### config.mk
export PLATFORM = sky130hd
export DESIGN_NAME = reg_op_sequencer
export DESIGN_NICKNAME = d
export VERILOG_FILES = /design/src/rtl/reg_op_seq_pkg.sv /design/src/rtl/reg_op_seq_alu.sv /design/src/rtl/reg_op_sequencer.sv
export SDC_FILE = /design/constraint.sdc
export NUM_CORES = 1
export LEC_CHECK = 0
export CORE_ASPECT_RATIO = 1.4
export CORE_MARGIN = 3
export CORE_UTILIZATION = 55
export DETAILED_ROUTE_END_ITERATION = 16
export PLACE_DENSITY_LB_ADDON = 0.08
export SKIP_LAST_GASP = 1
export SLEW_MARGIN = 0
export SYNTH_ARGS = -nofsm -noshare
export SYNTH_HDL_FRONTEND = slang
export SYNTH_SLANG_ARGS = --single-unit
export TNS_END_PERCENT = 100
### constraint.sdc
create_clock -name clk -period 3.46 [get_ports clk]
set_clock_uncertainty 0.05 [all_clocks]
set_input_delay 0.692 -clock clk [delete_from_list [all_inputs] [get_ports clk]]
set_output_delay 0.692 -clock clk [all_outputs]
set_load 0.01 [all_outputs]
### src/rtl/reg_op_seq_pkg.sv
// reg_op_seq_pkg: shared widths, opcode/state enums and decode helpers for the register-op sequencer
package reg_op_seq_pkg;

   localparam int REG_W  = 16;
   localparam int RNUM_W = 3;
   localparam int OP_W   = 3;
   localparam int IMM_W  = 8;

   typedef enum logic [OP_W-1:0] {
      OP_MOVI = 3'd0,
      OP_MOV  = 3'd1,
      OP_ADD  = 3'd2,
      OP_AND  = 3'd3,
      OP_MVN  = 3'd4,
      OP_CMP  = 3'd5,
      OP_RSV6 = 3'd6,
      OP_RSV7 = 3'd7
   } op_e;

   typedef enum logic [2:0] {
      S_IDLE   = 3'd0,
      S_READ_N = 3'd1,
      S_READ_M = 3'd2,
      S_EXEC   = 3'd3,
      S_WRITE  = 3'd4
   } state_e;

   function automatic logic [REG_W-1:0] sext_imm(input logic [IMM_W-1:0] imm);
      return {{(REG_W-IMM_W){imm[IMM_W-1]}}, imm};
   endfunction

   // Opcodes MOVI..MVN produce a register result; CMP and reserved ops never write
   function automatic logic writes_rd(input op_e op);
      return op <= OP_MVN;
   endfunction

   // Two-operand ops fetch Rn first, single-operand ops only fetch Rm, the rest skip reads
   function automatic state_e first_state(input op_e op);
      return (op == OP_ADD || op == OP_AND || op == OP_CMP) ? S_READ_N :
             (op == OP_MOV || op == OP_MVN)                 ? S_READ_M : S_EXEC;
   endfunction

endpackage

### src/rtl/reg_op_seq_alu.sv
// reg_op_seq_alu: combinational datapath for the sequencer; flags port exists only with REG_OP_SEQ_FLAGS_EN
module reg_op_seq_alu
   import reg_op_seq_pkg::*;
(
   input  logic [REG_W-1:0] a,
   input  logic [REG_W-1:0] b,
   input  logic [IMM_W-1:0] imm,
   input  op_e              op,
`ifdef REG_OP_SEQ_FLAGS_EN
   output logic [2:0]       flags,
`endif
   output logic [REG_W-1:0] result
);

   logic [REG_W-1:0] sum;
   logic [REG_W-1:0] diff;

   // Select the operation result; CMP yields A-B so the flags see the difference
   always_comb begin
      sum  = a + b;
      diff = a - b;
      case (op)
         OP_MOVI: result = sext_imm(imm);
         OP_MOV:  result = b;
         OP_ADD:  result = sum;
         OP_AND:  result = a & b;
         OP_MVN:  result = ~b;
         OP_CMP:  result = diff;
         default: result = '0;
      endcase
   end

`ifdef REG_OP_SEQ_FLAGS_EN
   // {N,V,Z}: overflow only meaningful for add/subtract, logic ops report V=0
   always_comb begin
      flags = {result[REG_W-1],
               op == OP_ADD ? (a[REG_W-1] == b[REG_W-1]) && (sum[REG_W-1] != a[REG_W-1]) :
               op == OP_CMP ? (a[REG_W-1] != b[REG_W-1]) && (diff[REG_W-1] != a[REG_W-1]) : 1'b0,
               result == '0};
   end
`endif

endmodule

### src/rtl/reg_op_sequencer.sv
// reg_op_sequencer: multi-cycle register-op FSM driving an external register file; optional flags via REG_OP_SEQ_FLAGS_EN
module reg_op_sequencer
   import reg_op_seq_pkg::*;
(
   input  logic              clk,
   input  logic              reset,
   input  logic              req_valid,
   output logic              req_ready,
   input  logic [OP_W-1:0]   req_op,
   input  logic [RNUM_W-1:0] req_rd,
   input  logic [RNUM_W-1:0] req_rn,
   input  logic [RNUM_W-1:0] req_rm,
   input  logic [IMM_W-1:0]  req_imm,
   output logic [RNUM_W-1:0] rf_readnum,
   output logic [RNUM_W-1:0] rf_writenum,
   output logic              rf_write,
   output logic [REG_W-1:0]  rf_data_in,
   input  logic [REG_W-1:0]  rf_data_out,
`ifdef REG_OP_SEQ_FLAGS_EN
   output logic [2:0]        flags,
`endif
   output logic              done
);

   state_e            state_q, state_d;
   op_e               op_q, op_d;
   logic [RNUM_W-1:0] rd_q, rd_d, rn_q, rn_d, rm_q, rm_d;
   logic [IMM_W-1:0]  imm_q, imm_d;
   logic [REG_W-1:0]  a_q, a_d, b_q, b_d, c_q, c_d;
   logic [REG_W-1:0]  alu_result;
   logic              accept;
`ifdef REG_OP_SEQ_FLAGS_EN
   logic [2:0]        flags_q, flags_d, alu_flags;
`endif

   assign accept = req_valid && state_q == S_IDLE;

   reg_op_seq_alu u_alu (
      .a      (a_q),
      .b      (b_q),
      .imm    (imm_q),
      .op     (op_q),
`ifdef REG_OP_SEQ_FLAGS_EN
      .flags  (alu_flags),
`endif
      .result (alu_result)
   );

   // State and datapath registers; reset abandons any operation in flight
   always_ff @(posedge clk) begin
      if (reset) begin
         state_q <= S_IDLE;
         op_q    <= OP_MOVI;
         rd_q    <= '0;
         rn_q    <= '0;
         rm_q    <= '0;
         imm_q   <= '0;
         a_q     <= '0;
         b_q     <= '0;
         c_q     <= '0;
`ifdef REG_OP_SEQ_FLAGS_EN
         flags_q <= '0;
`endif
      end else begin
         state_q <= state_d;
         op_q    <= op_d;
         rd_q    <= rd_d;
         rn_q    <= rn_d;
         rm_q    <= rm_d;
         imm_q   <= imm_d;
         a_q     <= a_d;
         b_q     <= b_d;
         c_q     <= c_d;
`ifdef REG_OP_SEQ_FLAGS_EN
         flags_q <= flags_d;
`endif
      end
   end

   // Next-state sequencing: fetch operands as needed, then execute, then write back if the op has a result
   always_comb begin
      case (state_q)
         S_IDLE:   state_d = accept ? first_state(op_e'(req_op)) : S_IDLE;
         S_READ_N: state_d = S_READ_M;
         S_READ_M: state_d = S_EXEC;
         S_EXEC:   state_d = writes_rd(op_q) ? S_WRITE : S_IDLE;
         default:  state_d = S_IDLE;
      endcase
   end

   // Latch request fields on accept, capture operands during reads and the result in EXEC
   always_comb begin
      op_d    = accept ? op_e'(req_op) : op_q;
      rd_d    = accept ? req_rd : rd_q;
      rn_d    = accept ? req_rn : rn_q;
      rm_d    = accept ? req_rm : rm_q;
      imm_d   = accept ? req_imm : imm_q;
      a_d     = state_q == S_READ_N ? rf_data_out : a_q;
      b_d     = state_q == S_READ_M ? rf_data_out : b_q;
      c_d     = (state_q == S_EXEC && writes_rd(op_q)) ? alu_result : c_q;
`ifdef REG_OP_SEQ_FLAGS_EN
      flags_d = (state_q == S_EXEC && (op_q == OP_ADD || op_q == OP_AND ||
                                       op_q == OP_MVN || op_q == OP_CMP)) ? alu_flags : flags_q;
`endif
   end

   // Register-file and handshake outputs; write and done are masked by reset so an interrupted op leaves no trace
   always_comb begin
      req_ready   = state_q == S_IDLE;
      rf_readnum  = state_q == S_READ_N ? rn_q : state_q == S_READ_M ? rm_q : '0;
      rf_writenum = state_q == S_WRITE ? rd_q : '0;
      rf_write    = state_q == S_WRITE && !reset;
      rf_data_in  = c_q;
      done        = !reset && (state_q == S_WRITE || (state_q == S_EXEC && !writes_rd(op_q)));
`ifdef REG_OP_SEQ_FLAGS_EN
      flags       = flags_q;
`endif
   end

endmodule
# Yosys cells after proc, flatten, opt, wreduce, memory -nomap -nowiden
# Index checks and enable logic that the tools add are counted.
# classes
n_mul	0
n_addsub	2
reduce_logical	13
eq_ne	14
n_shift	0
n_lt_le_gt_ge	1
n_bitwise	2
div	0
n_mux	9
# ops
cell	n
$pmux W16 S6	1
$eq A3 B2 Y1 const B	6
$add A16 B16 Y16	1
$and A16 B16 Y16	1
$not A16 Y16	1
$sub A16 B16 Y16	1
$eq A3 B3 Y1 const B	5
$mux W3	4
$pmux W3 S4	1
$eq A3 B1 Y1 const B	3
$logic_not A3 Y1	2
$logic_and A1 B1 Y1	5
$logic_or A1 B1 Y1	4
$mux W2	2
$le A3 B3 Y1 const B	1
$logic_not A1 Y1	2
$mux W1	1
# word_totals
latchBits	0
romBits	0
wordCells	50
ff_bits	71
ramBits	0
out_inout_bits	25
n_memories	0
input_bits	39

# Logic depth before layout (Yosys ltp)
# depth
ltp_word	6
ltp_mapped	14
ltp_nobuf	12

# Modules after synthesis
# Synthesis repeated with hierarchy kept, for this count alone.
# hier_totals
hier_cells	574
area_unflattened_um2	4556.9
# by_module_without_submodules
module	seq_area_each_um2	cells_each	n_inst	area_each_um2
reg_op_sequencer	1421.4	332	1	2891.5
reg_op_seq_alu	0.0	242	1	1665.3

# Worst setup path after synthesis
# No wires, ideal clock.
# synth_path
kind	reg2reg
from	reg b_q[2]
to	reg c_q[15] (netlist: rf_data_in[15])
stages_incl_launch_ff	13
setup_slack_ns	0.631
arrival_ns	2.662
period_less_slack_ns	2.829
n_path_buf	1
setup_ns	0.117
required_ns	3.293
path_cell_list	dfxtp_1 > buf_2 > nor4_4 > nand2_1 > o41ai_1 > xor2_1 > ha_1 > nor3_1 > or3_4 > a31oi_1 > a2bb2oi_2 > mux2i_1 > nand2_1
# synth_via
elab_chain_len	2
elab_cells_between_ends	3
cone_classes	add/sub (2); mux (1)
# synth_rtl
item	line_no	source
start, declared	reg_op_sequencer.sv:29	logic [REG_W-1:0] a_q, a_d, b_q, b_d, c_q, c_d;
start signal, assigned	reg_op_sequencer.sv:59	b_q <= '0;
start signal, assigned	reg_op_sequencer.sv:72	b_q <= b_d;
$sub A16 B16 Y16 / $add A16 B16 Y16 (equally long branches)	reg_op_seq_alu.sv:21, reg_op_seq_alu.sv:20	
$pmux W16 S6 (*)	reg_op_seq_alu.sv:22	case (op)
end signal, assigned	reg_op_sequencer.sv:60	c_q <= '0;
end signal, assigned	reg_op_sequencer.sv:73	c_q <= c_d;
end, declared	reg_op_sequencer.sv:29	
# Every way passes the cells marked *; elsewhere a longest branch is shown, timed or not.
# A chain may end at the register's enable or synchronous reset.

# Worst setup path after layout
# Ends and elaborated chain as after synthesis.

==> impl_metrics.ini <==
[floorplan]
die_h_um = 111
die_area_um2 = 8920
fp-row-count = 37
fp.coreArea_um2 = 7450
io_pins = 64
die_width_um = 80.7
initial_utilization_pct = 57.6

[power]
p_int_w = 0.00177
power-per-cell-area_nw_per_um2 = 582
power.leakage_nw = 1.86
irDropWorstVdd_v = 0.000351
sequentialPowerShare_pct = 33.2
net-switching-power_w = 0.00122
power.total_w = 0.00299
power.share.clock_pct = 20.8
swShare_pct = 40.9
pwr-share-comb_pct = 46.1

[logic_synthesis]
ys_async_sr_fraction_pct = 0
post-synth-top-area-fraction_pct = 33.1
syn-instance-count = 566
largest_cells_by_area_after_synthesis = sky130_fd_sc_hd__dfxtp_1 (33%), sky130_fd_sc_hd__nand2_1 (11%), sky130_fd_sc_hd__a21oi_1 (9.6%)
avgSynthCellArea_um2 = 7.59
postSynth.topFlopCell = sky130_fd_sc_hd__dfxtp_1
post-synth-top-area-cell = sky130_fd_sc_hd__dfxtp_1
synth_edf_count = 0
post_synth_num_cell_types = 71
netlist_area_um2 = 4300
post_synthesis_register_bit_count = 71
synthesis.nets = 623
synth_sequential_area_ratio_pct = 33.1
synth_warnings = 0

[worst_setup_path]
timing.critical_path.from = b_q[2]$_SDFFE_PP0N_
cp-end-kind = flop
r2r_setup_slack_ns = 0.35
worst_setup_path_category = flop to flop
crit-reg2reg-launch = b_q[2]$_SDFFE_PP0N_
crit_path_top_delay_cell = sky130_fd_sc_hd__dfxtp_1
timing.critical_path.fanout_max = 8
critical_path.max_stage_delay_ns = 0.42
cp_data_arrival_time_ns = 3.33
critPathRequiredTime_ns = 3.67
critical_path.reg2reg.endpoint = rf_data_in[15]$_SDFFE_PP0P_
critical_path_cell_sequence = nor4_4 > nand2_1 > o41ai_1 > xor2_1 > ha_1 > nor3_1 > or3_4 > a31oi_1 > a2bb2oi_2 > mux2i_1 > nand2_1
path_common_cell = sky130_fd_sc_hd__nand2_1
timing.reg2reg.worst_path_depth = 11
critical_path.startpoint_type = flop

[cts]
worstSkewPairLatency_ns = 0.37
clk_path_buf_depth = 2
clockRootBuffer = sky130_fd_sc_hd__clkbuf_8
cts.hold.buffers_added = 0
tritoncts = built
postCtsSetupBuffers = 0
clock_sink_count = 71
cts_buffers = 9
cts_htree_levels = 3
clkSlewWorstSetupHoldPaths_ns = 0.08
cts_resized = 0

[routing]
drt_pre_antenna_iters = 5
drt_drc_violations_left = 0
viasPerCell = 5.93
detailroute.via_count = 4263
detail_route.wirelength_um = 12400
routedWlPerCell_um = 17.3
drt.antenna.violating_nets = 0
initial_drc_count = 319

[global_route]
via_count_of_the_first_global_routing_pass = 4160
maximum_number_of_pins_on_one_net_before_global_route_repair = 53
grt-ovfl-total = 0
antenna_violations_before_repair = 0
groute.usage.overall_pct = 29.5
grt_pass1_wl_um = 20300

[timing]
report.final.setup_viol = 0
period_needed_ns = 3.11
rsz0062_at_grt = false
max_freq_ghz = 0.321
tns_ns = 0
period_share_pct = 90.0
worst_slew_pin_slew_ns = 0.756
timing.max_slew.rel_slack_pct = 49.6
drv_slew = 0
hold_viol = 0

[place]
placement.io_buffers = 63
detailed_place_hpwl_um = 9460
finalWeightedCongestion = 0.930

[worst_hold_path]
class_of_the_tightest_hold_or_removal_check = flop to flop
min_path_cells = 2
hold_path.startpoint = rd_q[2]$_SDFFE_PP0P_
min_to = rd_q[2]$_SDFFE_PP0P_

[cells_and_area]
mostFrequentLayoutCell = sky130_fd_sc_hd__nand2_1
top_library_cells_by_usage_in_the_layout_fill_and_taps_aside = sky130_fd_sc_hd__nand2_1 (130), sky130_fd_sc_hd__a21oi_1 (82), sky130_fd_sc_hd__dfxtp_1 (71), sky130_fd_sc_hd__clkdlybuf4s50_1 (62), sky130_fd_sc_hd__nor2_1 (31)
antenna_cells = 0
share_of_cells_above_drive_strength_1_pct = 8.04
final_net_count = 674
layout-area-overhead-vs-synth_pct = 19.7

[flow_run]
timing.max_cap.violations = 0

[outcome]
status = complete, no violations
## metal layers
metal / GRT usage (%) / up-vias / wire (µm) / share of wire [%]
met2: 51.7 / 133 / 6610 / 53
met3: 6.28 / 46 / 479 / 3.9
met5: 0 / - / 0 / 0
met4: 17.5 / 0 / 719 / 5.8
met1: 31.4 / 1992 / 4620 / 37
li1: - / 2092 / - / -
## critical path: cells and delay by family (launching register included)
kind,cells,cell delay (ns)
AND/OR/NAND/NOR,5,1.04
multiplexers,1,0.21
adder cells (fa/ha/maj),1,0.41
AO/OA/AOI/OAI,3,0.77
flip-flops,1,0.42
XOR/XNOR,1,0.13
## synthesized netlist by cell type, types with 2 or more instances
library cell	number
sky130_fd_sc_hd__nand2_1	130
sky130_fd_sc_hd__a21oi_1	82
sky130_fd_sc_hd__dfxtp_1	71
sky130_fd_sc_hd__nor2_1	31
sky130_fd_sc_hd__ha_1	17
sky130_fd_sc_hd__nor3_1	17
sky130_fd_sc_hd__o211ai_1	17
sky130_fd_sc_hd__o21ai_0	17
sky130_fd_sc_hd__clkbuf_1	15
sky130_fd_sc_hd__xnor2_1	14
sky130_fd_sc_hd__buf_2	13
sky130_fd_sc_hd__and2_1	10
sky130_fd_sc_hd__inv_1	10
sky130_fd_sc_hd__nand2b_1	9
sky130_fd_sc_hd__nand3_1	9
sky130_fd_sc_hd__xor2_1	8
sky130_fd_sc_hd__a211oi_1	6
sky130_fd_sc_hd__a31oi_1	5
sky130_fd_sc_hd__mux2i_1	4
sky130_fd_sc_hd__o21ai_1	4
sky130_fd_sc_hd__o221ai_1	4
sky130_fd_sc_hd__a21o_1	3
sky130_fd_sc_hd__a22o_1	3
sky130_fd_sc_hd__a32oi_1	3
sky130_fd_sc_hd__and3_1	3
sky130_fd_sc_hd__buf_1	3
sky130_fd_sc_hd__buf_6	3
sky130_fd_sc_hd__nand3b_1	3
sky130_fd_sc_hd__o22ai_1	3
sky130_fd_sc_hd__a311oi_1	2
sky130_fd_sc_hd__buf_4	2
sky130_fd_sc_hd__nor2b_1	2
sky130_fd_sc_hd__nor3b_1	2
sky130_fd_sc_hd__o21bai_1	2
sky130_fd_sc_hd__o31ai_1	2
sky130_fd_sc_hd__or3_1	2
## layout make-up
cell class / count / area [µm²]
multi-input cells: 447 / 2650
fillers: 655 / 2310
flip-flops and latches: 71 / 1420
repair buffers: 77 / 731
clock buffers: 10 / 138
well taps: 97 / 121
clock inverters: 6 / 45.0
inverters: 11 / 41.3
## stage by stage
step                utilization [%]  area (µm²)  cells  worst slack, ns  hold WS (ns)
global placement               66.6        4960    703            0.380         0.391
detailed placement             66.6        4960    703            0.353         0.398
global route                   69.0        5140    719           0.0480         0.440
finish                         69.0        5140    719            0.345         0.409
floorplan                         -        4300    566            0.631         0.382
CTS                            69.0        5140    719            0.332         0.410
## worst max path at each step
stage,cells past startpoint,end,slack [ns]
3_5_place_dp,11,rf_data_in[15]$_SDFFE_PP0P_,0.35
2_1_floorplan,12,rf_data_in[15]$_SDFFE_PP0P_,0.63
6_report,11,rf_data_in[15]$_SDFFE_PP0P_,0.35
3_3_place_gp,11,rf_data_in[15]$_SDFFE_PP0P_,0.38
4_1_cts,11,rf_data_in[15]$_SDFFE_PP0P_,0.33
5_1_grt,11,rf_data_in[15]$_SDFFE_PP0P_,0.05
## logic make-up after synthesis
kind of cell	Yosys count	share of synthesized area, %
compound gates	172	26.0
buf+inv	48	5.30
fa+ha+maj	18	5.42
mux	5	1.19
simple gates	230	24.5
flops	71	33.1
xor+xnor	22	4.49
## state kept, by name, summed over array words and instances, names as in the netlist
name / count
a_q: 16
b_q: 16
imm_q: 8
op_q: 3
rd_q: 3
rf_data_in: 16
rm_q: 3
rn_q: 3
state_q: 3
## power groups by stage
stage	clock (W)	combinational, W	sequential (W)
floorplan	0	0.00104	0.000979
global placement	0	0.00134	0.00101
detailed placement	0	0.00136	0.00101
CTS	0.000638	0.00137	0.000993
global route	0.000670	0.00154	0.00100
finish	0.000621	0.00138	0.000993
Power figures use the tool's default switching activity.
